**config.mk**
```make
export PLATFORM = sky130hd
export DESIGN_NAME = cache_ctrl
export DESIGN_NICKNAME = d
export VERILOG_FILES = /design/src/rtl/cache_pkg.sv /design/src/rtl/sat_counter.sv /design/src/rtl/cache_ctrl.sv
export SDC_FILE = /design/constraint.sdc
export NUM_CORES = 1
export LEC_CHECK = 0
export CAP_MARGIN = 20
export CORE_MARGIN = 1
export CORE_UTILIZATION = 40
export CTS_CLUSTER_DIAMETER = 80
export DETAILED_ROUTE_END_ITERATION = 16
export GPL_TIMING_DRIVEN = 1
export PLACE_DENSITY = 0.74
export SLEW_MARGIN = 20
export SYNTH_ARGS = -nofsm -noshare
export SYNTH_HDL_FRONTEND = slang
export SYNTH_SLANG_ARGS = --single-unit
```
**constraint.sdc**
```tcl
create_clock -name clk -period 1.9 [get_ports clk]
set_input_delay 0.475 -clock clk [delete_from_list [all_inputs] [get_ports clk]]
set_output_delay 0.475 -clock clk [all_outputs]
set_load 0.1 [all_outputs]
```
**src/rtl/cache_pkg.sv**
```systemverilog
// Shared types and constants for the cache controller.
package cache_pkg;

  typedef enum logic [2:0] {
    IDLE   = 3'd0,
    LOOKUP = 3'd1,
    EVICT  = 3'd2,
    FETCH  = 3'd3,
    FILL   = 3'd4
  } state_t;

  // CAM write strobe is active low.
  localparam logic CAM_WRITE_EN = 1'b0;

endpackage

```
**src/rtl/sat_counter.sv**
```systemverilog
// Saturating up-counter: sticks at all-ones instead of wrapping.
module sat_counter #(
  parameter int unsigned W = 16
) (
  input  logic         clk,
  input  logic         rst_,
  input  logic         inc,
  output logic [W-1:0] count
);

  logic [W-1:0] count_q;

  always_ff @(posedge clk or negedge rst_) begin
    if (!rst_) begin
      count_q <= '0;
    end else if (inc && (count_q != {W{1'b1}})) begin
      count_q <= count_q + W'(1);
    end
  end

  assign count = count_q;

endmodule

```
**src/rtl/cache_ctrl.sv**
```systemverilog
// Read-only cache controller in front of a tag-matching CAM: lookup, round-robin
// eviction when full, backing-memory fetch, fill, and hit/miss statistics.
module cache_ctrl
  import cache_pkg::*;
#(
  parameter int unsigned WORDS     = 8,
  parameter int unsigned BITS      = 8,
  parameter int unsigned TAG_SZ    = 8,
  parameter int          ADDR_LEFT = $clog2(WORDS) - 1,
  parameter int unsigned CNT_W     = 16
) (
  input  logic                 clk,
  input  logic                 rst_,
  input  logic                 req_valid,
  input  logic [TAG_SZ-1:0]    req_tag,
  output logic                 req_ready,
  output logic                 rsp_valid,
  output logic [BITS-1:0]      rsp_data,
  output logic [TAG_SZ-1:0]    cam_check_tag,
  output logic                 cam_read,
  input  logic [BITS-1:0]      cam_data,
  input  logic                 cam_hit,
  input  logic                 cam_full,
  output logic                 cam_write_,
  output logic [ADDR_LEFT:0]   cam_w_addr,
  output logic [BITS-1:0]      cam_wdata,
  output logic [TAG_SZ-1:0]    cam_new_tag,
  output logic                 cam_new_valid,
  output logic                 mem_req,
  output logic [TAG_SZ-1:0]    mem_addr,
  input  logic                 mem_ack,
  input  logic [BITS-1:0]      mem_rdata,
  output logic [CNT_W-1:0]     hit_cnt,
  output logic [CNT_W-1:0]     miss_cnt
);

  localparam int unsigned AW = ADDR_LEFT + 1;

  state_t            state_q, state_d;
  logic [TAG_SZ-1:0] tag_q, tag_d;
  logic [BITS-1:0]   data_q, data_d;
  logic [AW-1:0]     victim_q, victim_d;
  logic              rsp_valid_q, rsp_valid_d;
  logic [BITS-1:0]   rsp_data_q, rsp_data_d;
  logic              hit_inc, miss_inc;

  always_ff @(posedge clk or negedge rst_) begin
    if (!rst_) begin
      state_q     <= IDLE;
      tag_q       <= '0;
      data_q      <= '0;
      victim_q    <= '0;
      rsp_valid_q <= 1'b0;
      rsp_data_q  <= '0;
    end else begin
      state_q     <= state_d;
      tag_q       <= tag_d;
      data_q      <= data_d;
      victim_q    <= victim_d;
      rsp_valid_q <= rsp_valid_d;
      rsp_data_q  <= rsp_data_d;
    end
  end

  // Next-state and Moore decode of the CAM / memory strobes.
  always_comb begin
    state_d       = state_q;
    tag_d         = tag_q;
    data_d        = data_q;
    victim_d      = victim_q;
    rsp_valid_d   = 1'b0;
    rsp_data_d    = rsp_data_q;
    hit_inc       = 1'b0;
    miss_inc      = 1'b0;
    req_ready     = 1'b0;
    cam_read      = 1'b0;
    cam_write_    = ~CAM_WRITE_EN;
    cam_new_valid = 1'b0;
    mem_req       = 1'b0;

    case (state_q)
      IDLE: begin
        req_ready = 1'b1;
        if (req_valid) begin
          tag_d   = req_tag;
          state_d = LOOKUP;
        end
      end
      LOOKUP: begin
        cam_read = 1'b1;
        if (cam_hit) begin
          rsp_valid_d = 1'b1;
          rsp_data_d  = cam_data;
          hit_inc     = 1'b1;
          state_d     = IDLE;
        end else begin
          miss_inc = 1'b1;
          state_d  = cam_full ? EVICT : FETCH;
        end
      end
      EVICT: begin
        cam_write_ = CAM_WRITE_EN;
        victim_d   = (victim_q == AW'(WORDS - 1)) ? '0 : victim_q + AW'(1);
        state_d    = FETCH;
      end
      FETCH: begin
        mem_req = 1'b1;
        if (mem_ack) begin
          data_d  = mem_rdata;
          state_d = FILL;
        end
      end
      FILL: begin
        // The CAM picks its first empty slot, i.e. the victim freed in EVICT.
        cam_write_    = CAM_WRITE_EN;
        cam_new_valid = 1'b1;
        rsp_valid_d   = 1'b1;
        rsp_data_d    = data_q;
        state_d       = IDLE;
      end
      default: state_d = IDLE;
    endcase
  end

  assign cam_check_tag = tag_q;
  assign cam_new_tag   = tag_q;
  assign cam_wdata     = data_q;
  assign mem_addr      = tag_q;
  assign cam_w_addr    = victim_q;
  assign rsp_valid     = rsp_valid_q;
  assign rsp_data      = rsp_data_q;

  sat_counter #(.W(CNT_W)) u_hit_cnt (
    .clk   (clk),
    .rst_  (rst_),
    .inc   (hit_inc),
    .count (hit_cnt)
  );

  sat_counter #(.W(CNT_W)) u_miss_cnt (
    .clk   (clk),
    .rst_  (rst_),
    .inc   (miss_inc),
    .count (miss_cnt)
  );

endmodule
```
=== Yosys cells after proc, flatten, opt, wreduce, memory -nomap -nowiden ===
Cells that the tools add are included.

* Register bits: 63
* Output and inout port bits: 81
* Word-level logic and storage cells: 48

* $add $sub $neg: 3
* Equal/unequal tests: 10
* Multiplexer cells: 18
* Reduce and logical (&&, ||, !) cells: 9

{| class="wikitable"
|+ Operators with widths
! cell !! count
|-
| $add 16x1->16 const B || 2
|-
| $ne 16x16->1 const B || 2
|-
| $pmux 8 s2 || 1
|-
| $pmux 3 s4 || 1
|-
| $mux 1 || 10
|-
| $mux 3 || 3
|-
| $mux 8 || 1
|-
| $reduce_and 2->1 || 4
|-
| $eq 3x2->1 const B || 2
|-
| $eq 3x3->1 const B || 2
|-
| $ne 2x2->1 const B || 3
|-
| $add 3x1->3 const B || 1
|-
| $eq 3x1->1 const B || 1
|-
| $logic_not 3->1 || 1
|-
| $logic_and 1x1->1 || 2
|-
| $mux 2 || 1
|-
| $pmux 1 s2 || 1
|-
| $reduce_bool 2->1 || 1
|-
| $reduce_or 2->1 || 1
|}

=== Longest topological paths before layout ===
Gate-level depths: netlist of the first run.

* Depth in word-level cells: 3
* Gate-level depth with buffers: 6

=== By module ===
Synthesis of the first run repeated with hierarchy kept, for this count alone.

* Cell total of the unflattened synthesis: 268
* Area total of the unflattened synthesis: 3229.3 um^2

{| class="wikitable"
|+ By module, submodules not included
! module !! instances !! cells each !! area each (um^2)
|-
| sat_counter || 2 || 72 || 859.6
|-
| cache_ctrl || 1 || 124 || 1510.2
|}

=== Worst setup path after synthesis of the first run ===
OpenSTA, ideal clock, no wires.

* Kind: reg2reg
* From: register state_q[0]
* To: register tag_q[0] (netlist: cam_check_tag[0])
* Setup time: 0.126 ns
* Data arrival time: 3.515 ns
* Data required time: 1.774 ns
* Setup slack: -1.741 ns
* Stages on the path, launching flop included: 6
* Period minus slack after synthesis: 3.641 ns
* Path through: dfrtp_1 > buf_1 > nor3_1 > and2_1 > buf_2 > mux2_2

* Longest elaborated chain between the ends: 2

{| class="wikitable"
|+ RTL lines
! what !! RTL line !! RTL
|-
| start: declaration || cache_ctrl.sv:39 || <nowiki>state_t state_q, state_d;</nowiki>
|-
| start signal: assignment || cache_ctrl.sv:56 || <nowiki>state_q <= state_d;</nowiki>
|-
| $logic_not 3->1 || cache_ctrl.sv:81 || <nowiki>case (state_q)</nowiki>
|-
| $reduce_and 2->1 (no source line) || - ||
|-
| end signal: assignment || cache_ctrl.sv:57 || <nowiki>tag_q <= tag_d;</nowiki>
|-
| end: declaration || cache_ctrl.sv:40 || <nowiki>logic [TAG_SZ-1:0] tag_q, tag_d;</nowiki>
|}

No other way between the ends.
A chain may end at the register's enable or synchronous reset.

=== Final worst setup path of the first run ===
* From: register state_q[2]
* To: output cam_write_

* Longest elaborated chain between the ends: 3

{| class="wikitable"
|+ RTL lines
! what !! RTL line !! RTL
|-
| $eq 3x2->1 / $eq 3x3->1 (equally long branches) || cache_ctrl.sv:81 ||
|-
| $reduce_or 2->1 (no source line) (*) || - ||
|-
| $mux 1 (*) || cache_ctrl.sv:81 ||
|-
| end: declaration || cache_ctrl.sv:24 || <nowiki>output logic cam_write_,</nowiki>
|}

Every way passes the cells marked *; elsewhere a longest branch is shown, timed or not.

==> flow_summary.toml, run 1 <==
[synthesis]
ys.flop_type = "dfrtp_1"
yosysTopAreaCell = "dfrtp_1"
avgSynthCellArea_um2 = 11.4
yosysWarnings = 0
async_reset_ff_share_pct = 100
seq_area_frac_synth_pct = 50.6
synth_seq_cells = 63
synth_cell_types = 40
syn_nets = 308
syn_area_um2 = 3110
synth_edf_count = 0
synth.area.top_cells = "dfrtp_1 51%, mux2_2 8.0%, xor2_1 5.9%"
synthDominantCellAreaShare_pct = 50.6
netlist_instances = 274

[floorplan]
die_w_um = 90.2
initial_core_util_pct = 42.3
fp.dieH_um = 90.2
num_io_pins = 111
placementRows = 31
coreArea_um2 = 7370
dieArea_um2 = 8140

[clock_tree]
cts.sinks = 63
clk-insertion-delay-late_ns = 0.33
clk_pin_slew_ns = 0.07
cts_max_path_buffers = 2
cts.root.buffer_cell = "clkbuf_8"
numCtsBuffers = 9
htreeDepth = 3
cts_tree = "yes"

[drt]
ant_nets = 0
wl_per_cell_um = 15.7
routed_via_density = 5.02
wirelength_um = 7850
drtPass1Iterations = 4
vias = 2505
dr.first_iter.drc_count = 86
drc_errors = 0

[worst_setup_path]
crit_type = "register to output port"
critical_path_required_ns = 1.42
cp_top_family = "flip-flops"
critPathMaxFanout = 4
startpoint_type = "register"
rr_worst_depth = 5
worstSetupEndpoint = "cam_write_"
endpoint_kind = "output port"
reg2reg_slack_ns = 0.10
critical-path-max-stage-delay_ns = 0.41
cp_cell_sequence = "or2b_1 -> a21o_1 -> buf_12"
slowest_stage = "dfrtp_1"
cp-startpoint = "state_q[2]$_DFFE_PN0P_"
r2r-end = "u_hit_cnt.count[12]$_DFFE_PN0P_"
path_depth = 3
crit_arrival_ns = 1.41
r2r_start = "state_q[1]$_DFFE_PN0P_"
path_buf_inv = 1

[grt]
grt_pass1_vias = 2567
track_usage_pct = 20.4
grt_max_degree = 39
grt_pass1_wl_um = 13100
overflow = 0
antenna_found_initial = 0

[sta]
period_share_pct = 99.5
relSlewSlack_pct = 64.9
min_period_ns = 1.89
setup_viol = 0
worst_pin_slew_ns = 0.526
clock_skew_ns = 0.0101
rsz0062_at_grt = "true"
drv_slew = 0
fmax_mhz = 529
hold_violations = 0

[final_layout]
area_growth_pct = 81.8
drive_gt1_share_pct = 50.0
antenna_cells = 0
finalNetCount = 429
design_area_um2 = 5660

[flow_run]
maxCapViolCount = 0

[place]
place_congestion = 0.809
place_area_um2 = 5330
port_buffers = 110
post-dp-hpwl_um = 5940

[worst_hold_path]
hold_path_class = "input port to asynchronous set/reset pin"

[outcome]
status = "completed"
through the flow:
stage               setup slack [ns]  TNS (ns)  hold slack, ns  instances  utilization, %
global route                 -0.0399   -0.0703           0.132        499            76.8
global placement              -0.206     -3.12           0.473        478            72.3
finish                        0.0101         0           0.115        499            76.8
floorplan                     -0.246     -2.12           0.179        274               -
detailed placement            -0.318     -4.72           0.479        478            72.3
CTS                          -0.0107   -0.0107           0.114        495            75.8
how the worst min path moves through the flow:
stage | start | end | slack (ns) | cells past startpoint
6_report | rst_ | u_hit_cnt.count[7]$_DFFE_PN0P_ | 0.12 | 1
4_1_cts | rst_ | u_hit_cnt.count[7]$_DFFE_PN0P_ | 0.11 | 1
3_3_place_gp | rst_ | u_hit_cnt.count[5]$_DFFE_PN0P_ | 0.47 | 1
2_1_floorplan | rst_ | cam_check_tag[0]$_DFFE_PN0P_ | 0.18 | 0
3_5_place_dp | rst_ | u_hit_cnt.count[7]$_DFFE_PN0P_ | 0.48 | 1
5_1_grt | rst_ | u_hit_cnt.count[7]$_DFFE_PN0P_ | 0.13 | 1
timing repair:
| item | CTS | global route |
|---|---|---|
| hold buffers | 0 | 0 |
| gates resized for setup | 3 | 6 |
| pin swaps | 2 | 2 |
| endpoints found under the setup margin | 3 | 6 |
| gates cloned | 0 | 0 |
| setup buffers | 1 | 4 |
metal layers:
layer  vias up  wire [um]  GRT usage (%)
met2       100       3980           34.1
met5         -          0              0
met1      1202       3280           25.2
met4         0        127           8.06
met3        11        472           5.33
li1       1192          -              -
area by class of cell:
type	instances	area, um2
inverter	3	11.3
fill	482	1710
tap	99	124
clock buffer	10	138
multi-input combinational	182	1490
sequential	63	1660
clock inverter	6	108
timing repair buffer	136	2130
cells in the final DEF, fill, tap and decap left out, types with 11 or more instances in the layout:
master,n
xor2_1,21
nand2_1,20
nand3_1,11
mux2_2,13
dfrtp_1,30
dfrtp_4,16
a21oi_1,13
clkdlybuf4s50_1,28
buf_4,23
buf_12,83
dfrtp_2,17
o21ai_0,11
synth_stat cells (2+ instances only):
cell	n
dfrtp_1	63
mux2_2	22
nand2_1	21
xor2_1	21
buf_4	16
a21oi_1	13
nor2_1	13
nand3_1	11
o21ai_0	11
and3_1	8
mux2i_1	8
nand4_1	8
nor3_1	7
xnor2_1	5
buf_2	4
clkbuf_1	4
ha_1	4
and2_1	3
and4_1	3
inv_1	3
a211oi_1	2
nand2b_1	2
nand4_2	2
nor3b_1	2
nor4_2	2
nor4b_2	2
registers in the layout, summed over array words and instances, names as in the netlist:
register and flops:
cam_check_tag 8, cam_w_addr 3, state_q 3, cam_wdata 8, u_hit_cnt.count 16, u_miss_cnt.count 16
rsp_valid 1, rsp_data 8
kinds of logic (layout without fill, tap and decap cells):
group,Yosys count,after routing,share of synthesized area [%]
simple gates,91,91,18.3
flops,63,63,50.6
mux,31,31,10.9
compound gates,30,30,5.46
buf+inv,29,155,5.83
xor+xnor,26,26,7.31
fa+ha+maj,4,4,1.61
Power of run 1 is left out: the tool's default activity adds up to more than one toggle a clock period on the data nets, which glitch-free logic cannot reach.
==> inputs of run 2 (changes only) <==
--- a/config.mk
+++ b/config.mk
@@ -10,7 +10,6 @@
 export CORE_UTILIZATION = 40
 export CTS_CLUSTER_DIAMETER = 80
 export DETAILED_ROUTE_END_ITERATION = 16
-export GPL_TIMING_DRIVEN = 1
 export PLACE_DENSITY = 0.74
 export SLEW_MARGIN = 20
 export SYNTH_ARGS = -nofsm -noshare
==> results of run 2 <==
Final layout, timing and power as in run 1 (identical DEF).
Power of run 2 is left out for the same reason.
==> inputs of run 3 (changes only) <==
--- a/config.mk
+++ b/config.mk
@@ -9,6 +9,7 @@
 export CORE_MARGIN = 1
 export CORE_UTILIZATION = 40
 export CTS_CLUSTER_DIAMETER = 80
+export CTS_CLUSTER_SIZE = 16
 export DETAILED_ROUTE_END_ITERATION = 16
 export PLACE_DENSITY = 0.74
 export SLEW_MARGIN = 20
==> results of run 3 <==
Final layout, timing and power as in run 1 (identical DEF).
Power of run 3 is left out for the same reason.
